### config.mk
export PLATFORM = sky130hd
export DESIGN_NAME = tmp_seq_ctrl_flat
export DESIGN_NICKNAME = d
export VERILOG_FILES = /design/src/rtl/tmp_seq_ctrl_if.sv /design/src/rtl/tmp_seq_ctrl.sv /design/src/flat_wrapper.sv
export SDC_FILE = /design/constraint.sdc
export NUM_CORES = 1
export LEC_CHECK = 0
export ABC_AREA = 1
export ABC_CLOCK_PERIOD_IN_PS = 4810
export CORE_MARGIN = 4
export CORE_UTILIZATION = 52
export CTS_CLUSTER_SIZE = 24
export DETAILED_ROUTE_END_ITERATION = 10
export PLACE_DENSITY = 0.86
export SYNTH_ARGS = -nofsm -noshare
export SYNTH_HDL_FRONTEND = slang
export SYNTH_SLANG_ARGS = --single-unit
export TNS_END_PERCENT = 50
### constraint.sdc
create_clock -name clk -period 4.81 [get_ports clk]
set_input_delay 0.7215 -clock clk [delete_from_list [all_inputs] [get_ports clk]]
set_output_delay 0.7215 -clock clk [all_outputs]
set_load 0.05 [all_outputs]
### src/rtl/tmp_seq_ctrl_if.sv
// Signal bundle between the temperature-sensor phase sequencer and the analog front end.
// The master side is the sequencer: it takes run enable and comparator and drives the switches.
interface tmp_seq_ctrl_if #(
    parameter int RES_W = 5
) ();
    logic             en;
    logic             cmp;
    logic             PII1;
    logic             PII2;
    logic             PI1;
    logic             PI2;
    logic             PA;
    logic             PB;
    logic             PC;
    logic             PD;
    logic             src_n;
    logic             snk;
    logic             preChrg;
    logic             rst;
    logic             valid;
    logic [RES_W-1:0] result;

    modport master (
        input  en,
        input  cmp,
        output PII1, PII2, PI1, PI2, PA, PB, PC, PD,
        output src_n, snk, preChrg, rst, valid, result
    );

    modport slave (
        output en,
        output cmp,
        input  PII1, PII2, PI1, PI2, PA, PB, PC, PD,
        input  src_n, snk, preChrg, rst, valid, result
    );
endinterface

### src/rtl/tmp_seq_ctrl.sv
// Phase sequencer and decision counter for the switched-capacitor temperature sensor.
// Outputs are decoded from the next state and registered, so every switch control is glitch-free.
module tmp_seq_ctrl #(
    parameter int PHASE_CYC = 3,
    parameter int BLANK_CYC = 2,
    parameter int PRE_CYC   = 2,
    parameter int N_CYC     = 16,
    parameter int RES_W     = 5
) (
    input  logic           clk,
    input  logic           reset,
    tmp_seq_ctrl_if.master bus
);

    localparam int TICK_W = 7;
    localparam logic [TICK_W-1:0] TICK_ZERO  = TICK_W'(0);
    localparam logic [TICK_W-1:0] TICK_ONE   = TICK_W'(1);
    localparam logic [TICK_W-1:0] PRE_LAST   = TICK_W'(PRE_CYC - 1);
    localparam logic [TICK_W-1:0] BLANK_LAST = TICK_W'(BLANK_CYC - 1);
    localparam logic [TICK_W-1:0] CORE_LAST  = TICK_W'(PHASE_CYC);
    localparam logic [TICK_W-1:0] PHASE_LAST = TICK_W'(PHASE_CYC + 1);
    localparam logic [RES_W-1:0]  RES_ZERO   = RES_W'(0);
    localparam logic [RES_W-1:0]  RES_ONE    = RES_W'(1);
    localparam logic [RES_W-1:0]  CYC_LAST   = RES_W'(N_CYC - 1);

    typedef enum logic [2:0] {
        S_IDLE, S_PRECHARGE, S_BLANK, S_DIODE, S_BIGDIODE, S_HCHARGE, S_LCHARGE, S_OUTPUT
    } state_t;

    // Which phase the current blank gap leads into.
    typedef enum logic [1:0] {
        STEP_DIODE, STEP_BIG, STEP_CHARGE
    } step_t;

    state_t             state_r;
    state_t             state_nxt_s;
    step_t              step_r;
    step_t              step_nxt_s;
    logic [TICK_W-1:0]  tick_r;
    logic [TICK_W-1:0]  tick_nxt_s;
    logic [RES_W-1:0]   cyc_r;
    logic [RES_W-1:0]   cyc_nxt_s;
    logic [RES_W-1:0]   dec_r;
    logic [RES_W-1:0]   dec_nxt_s;
    logic               cmp_meta_r;
    logic               cmp_sync_r;

    logic               core_s;
    logic               pre_nxt_s;
    logic               pii1_nxt_s;
    logic               pii2_nxt_s;
    logic               pi1_nxt_s;
    logic               pi2_nxt_s;
    logic               pa_nxt_s;
    logic               pb_nxt_s;
    logic               pc_nxt_s;
    logic               pd_nxt_s;
    logic               src_n_nxt_s;
    logic               snk_nxt_s;
    logic               valid_nxt_s;

    logic               rst_r;
    logic               pre_r;
    logic               pii1_r;
    logic               pii2_r;
    logic               pi1_r;
    logic               pi2_r;
    logic               pa_r;
    logic               pb_r;
    logic               pc_r;
    logic               pd_r;
    logic               src_n_r;
    logic               snk_r;
    logic               valid_r;
    logic [RES_W-1:0]   result_r;

    // Next-state, phase tick, conversion-cycle and decision-counter logic.
    always_comb begin
        state_nxt_s = state_r;
        step_nxt_s  = step_r;
        tick_nxt_s  = tick_r + TICK_ONE;
        cyc_nxt_s   = cyc_r;
        dec_nxt_s   = dec_r;
        case (state_r)
            S_IDLE: begin
                tick_nxt_s = TICK_ZERO;
                if (bus.en) begin
                    state_nxt_s = S_PRECHARGE;
                    cyc_nxt_s   = RES_ZERO;
                    dec_nxt_s   = RES_ZERO;
                end else begin
                    state_nxt_s = S_IDLE;
                end
            end
            S_PRECHARGE: begin
                if (tick_r == PRE_LAST) begin
                    state_nxt_s = S_BLANK;
                    step_nxt_s  = STEP_DIODE;
                    tick_nxt_s  = TICK_ZERO;
                end else begin
                    state_nxt_s = S_PRECHARGE;
                end
            end
            S_BLANK: begin
                if (tick_r == BLANK_LAST) begin
                    tick_nxt_s = TICK_ZERO;
                    case (step_r)
                        STEP_DIODE: state_nxt_s = S_DIODE;
                        STEP_BIG:   state_nxt_s = S_BIGDIODE;
                        STEP_CHARGE: begin
                            // Comparator high means the integrator is above threshold: discharge.
                            if (cmp_sync_r) begin
                                state_nxt_s = S_LCHARGE;
                                dec_nxt_s   = dec_r + RES_ONE;
                            end else begin
                                state_nxt_s = S_HCHARGE;
                            end
                        end
                        default: state_nxt_s = S_IDLE;
                    endcase
                end else begin
                    state_nxt_s = S_BLANK;
                end
            end
            S_DIODE: begin
                if (tick_r == PHASE_LAST) begin
                    state_nxt_s = S_BLANK;
                    step_nxt_s  = STEP_BIG;
                    tick_nxt_s  = TICK_ZERO;
                end else begin
                    state_nxt_s = S_DIODE;
                end
            end
            S_BIGDIODE: begin
                if (tick_r == PHASE_LAST) begin
                    state_nxt_s = S_BLANK;
                    step_nxt_s  = STEP_CHARGE;
                    tick_nxt_s  = TICK_ZERO;
                end else begin
                    state_nxt_s = S_BIGDIODE;
                end
            end
            S_HCHARGE, S_LCHARGE: begin
                if (tick_r == PHASE_LAST) begin
                    tick_nxt_s = TICK_ZERO;
                    if (cyc_r == CYC_LAST) begin
                        state_nxt_s = S_OUTPUT;
                    end else begin
                        state_nxt_s = S_BLANK;
                        step_nxt_s  = STEP_DIODE;
                        cyc_nxt_s   = cyc_r + RES_ONE;
                    end
                end else begin
                    state_nxt_s = state_r;
                end
            end
            S_OUTPUT: begin
                tick_nxt_s = TICK_ZERO;
                if (bus.en) begin
                    state_nxt_s = S_PRECHARGE;
                    cyc_nxt_s   = RES_ZERO;
                    dec_nxt_s   = RES_ZERO;
                end else begin
                    state_nxt_s = S_IDLE;
                end
            end
            default: begin
                state_nxt_s = S_IDLE;
                tick_nxt_s  = TICK_ZERO;
            end
        endcase
    end

    // Switch decode of the upcoming cycle: lead and trail carry switch 1 only, core carries both.
    always_comb begin
        core_s      = (tick_nxt_s != TICK_ZERO) && (tick_nxt_s <= CORE_LAST);
        pre_nxt_s   = 1'b0;
        pii1_nxt_s  = 1'b0;
        pii2_nxt_s  = 1'b0;
        pi1_nxt_s   = 1'b0;
        pi2_nxt_s   = 1'b0;
        pa_nxt_s    = 1'b0;
        pb_nxt_s    = 1'b0;
        pc_nxt_s    = 1'b0;
        pd_nxt_s    = 1'b0;
        src_n_nxt_s = 1'b1;
        snk_nxt_s   = 1'b0;
        valid_nxt_s = 1'b0;
        case (state_nxt_s)
            S_PRECHARGE: pre_nxt_s = 1'b1;
            S_DIODE: begin
                pii1_nxt_s = 1'b1;
                pii2_nxt_s = core_s;
            end
            S_BIGDIODE: begin
                pi1_nxt_s = 1'b1;
                pi2_nxt_s = core_s;
            end
            S_HCHARGE: begin
                pa_nxt_s    = 1'b1;
                pb_nxt_s    = core_s;
                src_n_nxt_s = ~core_s;
            end
            S_LCHARGE: begin
                pc_nxt_s  = 1'b1;
                pd_nxt_s  = core_s;
                snk_nxt_s = core_s;
            end
            S_OUTPUT: valid_nxt_s = 1'b1;
            default:  valid_nxt_s = 1'b0;
        endcase
    end

    // Comparator synchroniser and sequencer state registers.
    always_ff @(posedge clk) begin
        if (reset) begin
            cmp_meta_r <= 1'b0;
            cmp_sync_r <= 1'b0;
            state_r    <= S_IDLE;
            step_r     <= STEP_DIODE;
            tick_r     <= TICK_ZERO;
            cyc_r      <= RES_ZERO;
            dec_r      <= RES_ZERO;
        end else begin
            cmp_meta_r <= bus.cmp;
            cmp_sync_r <= cmp_meta_r;
            state_r    <= state_nxt_s;
            step_r     <= step_nxt_s;
            tick_r     <= tick_nxt_s;
            cyc_r      <= cyc_nxt_s;
            dec_r      <= dec_nxt_s;
        end
    end

    // Registered analog controls, result strobe and held result word.
    always_ff @(posedge clk) begin
        rst_r <= reset;
        if (reset) begin
            pre_r    <= 1'b0;
            pii1_r   <= 1'b0;
            pii2_r   <= 1'b0;
            pi1_r    <= 1'b0;
            pi2_r    <= 1'b0;
            pa_r     <= 1'b0;
            pb_r     <= 1'b0;
            pc_r     <= 1'b0;
            pd_r     <= 1'b0;
            src_n_r  <= 1'b1;
            snk_r    <= 1'b0;
            valid_r  <= 1'b0;
            result_r <= RES_ZERO;
        end else begin
            pre_r    <= pre_nxt_s;
            pii1_r   <= pii1_nxt_s;
            pii2_r   <= pii2_nxt_s;
            pi1_r    <= pi1_nxt_s;
            pi2_r    <= pi2_nxt_s;
            pa_r     <= pa_nxt_s;
            pb_r     <= pb_nxt_s;
            pc_r     <= pc_nxt_s;
            pd_r     <= pd_nxt_s;
            src_n_r  <= src_n_nxt_s;
            snk_r    <= snk_nxt_s;
            valid_r  <= valid_nxt_s;
            if (valid_nxt_s) begin
                result_r <= dec_nxt_s;
            end else begin
                result_r <= result_r;
            end
        end
    end

    assign bus.rst     = rst_r;
    assign bus.preChrg = pre_r;
    assign bus.PII1    = pii1_r;
    assign bus.PII2    = pii2_r;
    assign bus.PI1     = pi1_r;
    assign bus.PI2     = pi2_r;
    assign bus.PA      = pa_r;
    assign bus.PB      = pb_r;
    assign bus.PC      = pc_r;
    assign bus.PD      = pd_r;
    assign bus.src_n   = src_n_r;
    assign bus.snk     = snk_r;
    assign bus.valid   = valid_r;
    assign bus.result  = result_r;

endmodule

### src/flat_wrapper.sv
// flat-port wrapper written by rule: the top's interface ports become plain ports
module tmp_seq_ctrl_flat 
#(
    parameter int PHASE_CYC = 3,
    parameter int BLANK_CYC = 2,
    parameter int PRE_CYC   = 2,
    parameter int N_CYC     = 16,
    parameter int RES_W     = 5
)
  (clk, reset, bus_en, bus_cmp, bus_PII1, bus_PII2, bus_PI1, bus_PI2, bus_PA, bus_PB, bus_PC, bus_PD, bus_src_n, bus_snk, bus_preChrg, bus_rst, bus_valid, bus_result);
  tmp_seq_ctrl_if #(.RES_W(RES_W)) bus_i ();
  input  logic clk;
  input  logic reset;
  input wire logic [$bits(bus_i.en)-1:0] bus_en;
  input wire logic [$bits(bus_i.cmp)-1:0] bus_cmp;
  output wire logic [$bits(bus_i.PII1)-1:0] bus_PII1;
  output wire logic [$bits(bus_i.PII2)-1:0] bus_PII2;
  output wire logic [$bits(bus_i.PI1)-1:0] bus_PI1;
  output wire logic [$bits(bus_i.PI2)-1:0] bus_PI2;
  output wire logic [$bits(bus_i.PA)-1:0] bus_PA;
  output wire logic [$bits(bus_i.PB)-1:0] bus_PB;
  output wire logic [$bits(bus_i.PC)-1:0] bus_PC;
  output wire logic [$bits(bus_i.PD)-1:0] bus_PD;
  output wire logic [$bits(bus_i.src_n)-1:0] bus_src_n;
  output wire logic [$bits(bus_i.snk)-1:0] bus_snk;
  output wire logic [$bits(bus_i.preChrg)-1:0] bus_preChrg;
  output wire logic [$bits(bus_i.rst)-1:0] bus_rst;
  output wire logic [$bits(bus_i.valid)-1:0] bus_valid;
  output wire logic [$bits(bus_i.result)-1:0] bus_result;
  assign bus_i.en = bus_en;
  assign bus_i.cmp = bus_cmp;
  assign bus_PII1 = bus_i.PII1;
  assign bus_PII2 = bus_i.PII2;
  assign bus_PI1 = bus_i.PI1;
  assign bus_PI2 = bus_i.PI2;
  assign bus_PA = bus_i.PA;
  assign bus_PB = bus_i.PB;
  assign bus_PC = bus_i.PC;
  assign bus_PD = bus_i.PD;
  assign bus_src_n = bus_i.src_n;
  assign bus_snk = bus_i.snk;
  assign bus_preChrg = bus_i.preChrg;
  assign bus_rst = bus_i.rst;
  assign bus_valid = bus_i.valid;
  assign bus_result = bus_i.result;
  tmp_seq_ctrl #(.PHASE_CYC(PHASE_CYC), .BLANK_CYC(BLANK_CYC), .PRE_CYC(PRE_CYC), .N_CYC(N_CYC), .RES_W(RES_W)) u_core (.clk(clk), .reset(reset), .bus(bus_i));
endmodule
== After elaboration in Yosys (flattened, before gate mapping) ==
Cells that the tools add are included.

* Eq/ne operators: 24
* Bitwise logic cells: 5
* Add/sub/neg operators: 3
* Magnitude comparators: 1
* Reductions and logical operators: 16
* Multiplexer cells: 34

{| class="wikitable"
|+ Operators with widths
! operator !! count
|-
| $mux W5 || 7
|-
| $eq A3 B3 Y1 const B || 8
|-
| $pmux W7 S3 || 1
|-
| $pmux W5 S2 || 2
|-
| $pmux W3 S6 || 1
|-
| $mux W2 || 7
|-
| $mux W7 || 2
|-
| $reduce_or A2 Y1 || 7
|-
| $mux W3 || 4
|-
| $add A5 B1 Y5 const B || 2
|-
| $ne A2 B1 Y1 const B || 5
|-
| $eq A3 B2 Y1 const B || 3
|-
| $pmux W3 S3 || 1
|-
| $mux W1 || 8
|-
| $pmux W2 S4 || 1
|-
| $add A7 B1 Y7 const B || 1
|-
| $eq A7 B1 Y1 const B || 1
|-
| $eq A7 B3 Y1 const B || 1
|-
| $le A7 B2 Y1 const B || 1
|-
| $reduce_bool A7 Y1 || 1
|-
| $eq A3 B1 Y1 const B || 2
|-
| $reduce_and A6 Y1 || 1
|-
| $eq A5 B4 Y1 const B || 1
|-
| $not A1 Y1 || 5
|-
| 10 further kinds || 10
|}

* Word-level logic and storage cells: 103
* Bits of input ports: 4
* Output and inout bits: 18
* Register bits: 41

== Depth between registers and ports, before layout ==
* Word-level depth: 7
* Mapped depth: 13
* Depth with buffers taken out: 13

== Worst setup path before layout ==
Ideal clock, no wire load.

* Path type: register to output
* From: reg, netlist name u_core.bus.PD
* To: out bus_snk
* Data arrival time: 0.894 ns
* Path buffers: 1
* Required time: 4.089 ns
* Stages on the path, launching flop included: 2
* Slack: 3.194 ns
* Cell sequence: dfxtp_1 -> buf_4

{| class="wikitable"
|+ RTL lines
! what !! line !! RTL
|-
| end, declared || flat_wrapper.sv:25 || <nowiki>output wire logic [$bits(bus_i.snk)-1:0] bus_snk;</nowiki>
|}

==> flow_summary.yaml <==
clocking:
  cts_tree: "done"
  cts_resized: 0
  h-tree-depth: 2
  cts-buffers-inserted: 5
  numClockSinks: 41
  cts_hold_buf: 0
  cts-root-buf: "clkbuf_8"
  cts_setup_buffers: 0
  clock_path_buffers: 2
  clk_latency_ps: 300
  clk_pin_slew_ps: 80
global_route:
  grt_antenna_before_repair: 0
  grt_pass1_wl_um: 6982
  grt_use_total_pct: 17.09
  grt_pass1_vias: 1596
  gr-total-overflow: 0
  grt_max_degree: 16
routing:
  final_antenna_net_count: 0
  routedWlPerCell_um: 11.57
  drt_pass1_iterations: 4
  route.detailed.drc: 0
  vias: 1741
  drt-initial-drc-count: 108
  via_per_inst: 4.850
  routed_wirelength_um: 4152
timing:
  worstMarginPinSlew_ps: 597.2
  slew_headroom_pct: 59.76
  finalCritPeriodShare_pct: 46.81
  timing.final.ws_setup_ps: 2559
  setup_viol: 0
  setup_tns_ps: 0
  skew_ps: 8.156
  fmax_mhz: 444.2
  maxSlewViolCount: 0
  period_minus_slack_ps: 2251
  hold_violations: 0
  rsz0062_at_grt: "no"
flow_run:
  drv_cap: 0
layout:
  drive_gt1_share_pct: 15.43
  area_growth_pct: 16.74
  fin_util_pct: 65.02
  insertedDiodeCount: 0
  fin_area_mm2: 0.002470
  layout.nets: 323
hold_path:
  hp-class: "reg -> reg"
  whs_path_depth: 2
  hold_path_end: "u_core.cmp_sync_r$_SDFF_PP0_"
  hp-start: "u_core.cmp_meta_r$_SDFF_PP0_"
setup_path:
  r2r_slack_ps: 2920
  max_stage_delay_ps: 680
  r2r_cells: 13
  cp_max_fo: 15
  crit_family: "buffers and inverters"
  start_kind: "primary input"
  slowest_stage: "clkdlybuf4s50_1"
  endpoint_kind: "flip-flop"
  critPathKind: "in -> reg"
  reg2reg_from: "u_core.cyc_r[0]$_SDFFE_PP0P_"
  timing.rr.end: "u_core.bus.result[4]$_SDFFE_PP0P_"
  path_cells: "clkdlybuf4s50_1 > inv_1 > o21ai_0 > a211oi_1"
  critPathBufInv: 2
  critPathArrivalTime_ps: 2460
  worstPathRequired_ps: 5020
placement:
  port_buffers: 21
  dp_slack_ps: 2294
  place_area_mm2: 0.002350
  gp_congestion: 0.9382
  dp_hpwl_um: 3209
logic_synthesis:
  synth_nets: 299
  yosys.area.top_type: "dfxtp_1"
  avgSynthCellArea_um2: 7.398
  synth.area.top_cells: "dfxtp_1 39%, inv_1 8.5%, nand2_1 8.5%"
  ys_seq_area_share_pct: 38.79
  synthDistinctLibCells: 33
  syn_area_mm2: 0.002116
  synth.top_cell.area_share_pct: 38.79
  yosysWarnings: 0
  synthesis.instances: 286
  ys_ff_latch: 41
pwr:
  internal_power_uw: 625.3
  power_frac_seq_pct: 40.6
  switching_share_pct: 33.99
  vdd_ir_drop_max_uv: 199.7
  clockPowerShare_pct: 30.5
  p_per_area_mw_per_mm2: 383.6
  p_sw_uw: 322.0
  leakage_uw: 0.001112
  p_comb_share_pct: 29.0
floorplanning:
  core_mm2: 0.003799
  die_x_um: 71.79
  rows: 22
  start_util_pct: 55.70
  top_level_ports: 22
  die_h_um: 71.79
  die_area_mm2: 0.005153
outcome:
  outcome: "finished, final reports clean"
-- layout make-up --
class | count | area, um^2
flip-flops and latches | 41 | 820.8
clock buffers | 6 | 82.58
clock inverters | 2 | 37.54
well taps | 48 | 60.06
multi-input cells | 184 | 1045
repair buffers | 21 | 210.2
inverters | 57 | 214.0
fillers | 345 | 1329
-- metal layers --
| metal | wire length [um] | part of all wire (%) | vias up | track usage (%) |
|---|---|---|---|---|
| met4 | 80 | 1.9 | 0 | 6.263 |
| met2 | 2110 | 51 | 36 | 31.22 |
| li1 | - | - | 921 | - |
| met5 | 0 | 0 | - | 0 |
| met1 | 1764 | 42 | 776 | 18.99 |
| met3 | 196 | 4.7 | 8 | 4.208 |
-- cell families after synthesis --
group                    synth area share (%)
AO/OA/AOI/OAI                           7.866
XOR/XNOR                                1.656
adder cells (fa/ha/maj)                 5.322
buffers and inverters                   11.83
flip-flops                              38.79
AND/OR/NAND/NOR                         34.54
-- Yosys cell counts --
cell,number
a211oi_1,1
a21oi_1,4
a21oi_2,1
a31o_2,1
buf_4,1
buf_6,1
clkbuf_1,1
clkbuf_8,1
dfxtp_1,41
ha_1,9
inv_1,48
inv_2,9
nand2_1,48
nand2_2,6
nand2_4,1
nand3_1,16
nand3_2,8
nand4_1,3
nor2_1,48
nor2_2,4
nor2_4,4
nor2_8,1
nor3_1,5
nor4_4,1
o211a_1,1
o21ai_0,6
o21ai_1,4
o21ai_2,3
o21bai_1,3
o22ai_2,1
or2_1,1
xnor2_1,1
xor2_1,3
-- state kept, by name, indices dropped and copies added, names as in the netlist, 2 cells and up --
register           count
u_core.state_r         3
u_core.step_r          2
u_core.dec_r           5
u_core.tick_r          7
u_core.cyc_r           5
u_core.bus.result      5
-- through the flow --
stage / cells / hold slack, ps / power [uW]
5_1_grt: 359 / 456.1 / 1003
6_report: 359 / 423.0 / 947.3
2_1_floorplan: 286 / 388.3 / 608.7
4_1_cts: 359 / 430.2 / 950.0
3_5_place_dp: 351 / 418.3 / 663.3
3_3_place_gp: 351 / 412.6 / 656.1
-- worst register-to-register path, stage by stage, from the launching register on --
cell     delay, ps
dfxtp_1        380
ha_1           180
inv_1           50
nor3_1         180
ha_1           190
inv_1           50
nand2_2         60
nand2_1        100
nand3_2        140
nand3_2        210
inv_1          110
nand2_1         60
nand2_1         60
nor2_1          40
-- how the worst max path moves through the flow --
stage / slack (ps) / cells past startpoint / end / startpoint
after floorplan: 3190 / 1 / bus_snk / u_core.bus.PD$_SDFF_PP0_
after global placement: 2390 / 4 / u_core.cyc_r[4]$_SDFFE_PP0P_ / reset
after detailed placement: 2290 / 4 / u_core.cyc_r[4]$_SDFFE_PP0P_ / reset
after CTS: 2580 / 4 / u_core.cyc_r[4]$_SDFFE_PP0P_ / reset
after global routing: 2400 / 4 / u_core.cyc_r[4]$_SDFFE_PP0P_ / reset
final: 2560 / 4 / u_core.cyc_r[4]$_SDFFE_PP0P_ / reset
-- power by group through the flow --
stage	clock network, uW	registers, uW	logic, uW
2_1_floorplan	0	406	202
3_3_place_gp	0	391	265
3_5_place_dp	0	393	270
4_1_cts	293	385	272
5_1_grt	309	387	307
6_report	289	384	274
-- cell usage in the layout, fill, tap and decap left out, types with 5 or more instances in the layout --
cell / n
nand3_2: 8
o21ai_0: 6
nand3_1: 16
nor3_1: 5
dfxtp_1: 41
clkdlybuf4s50_1: 21
nand2_2: 6
nand2_1: 48
clkbuf_8: 6
ha_1: 9
inv_1: 48
nor2_1: 48
inv_2: 9
No activity file was read; power rests on OpenSTA's default activity.
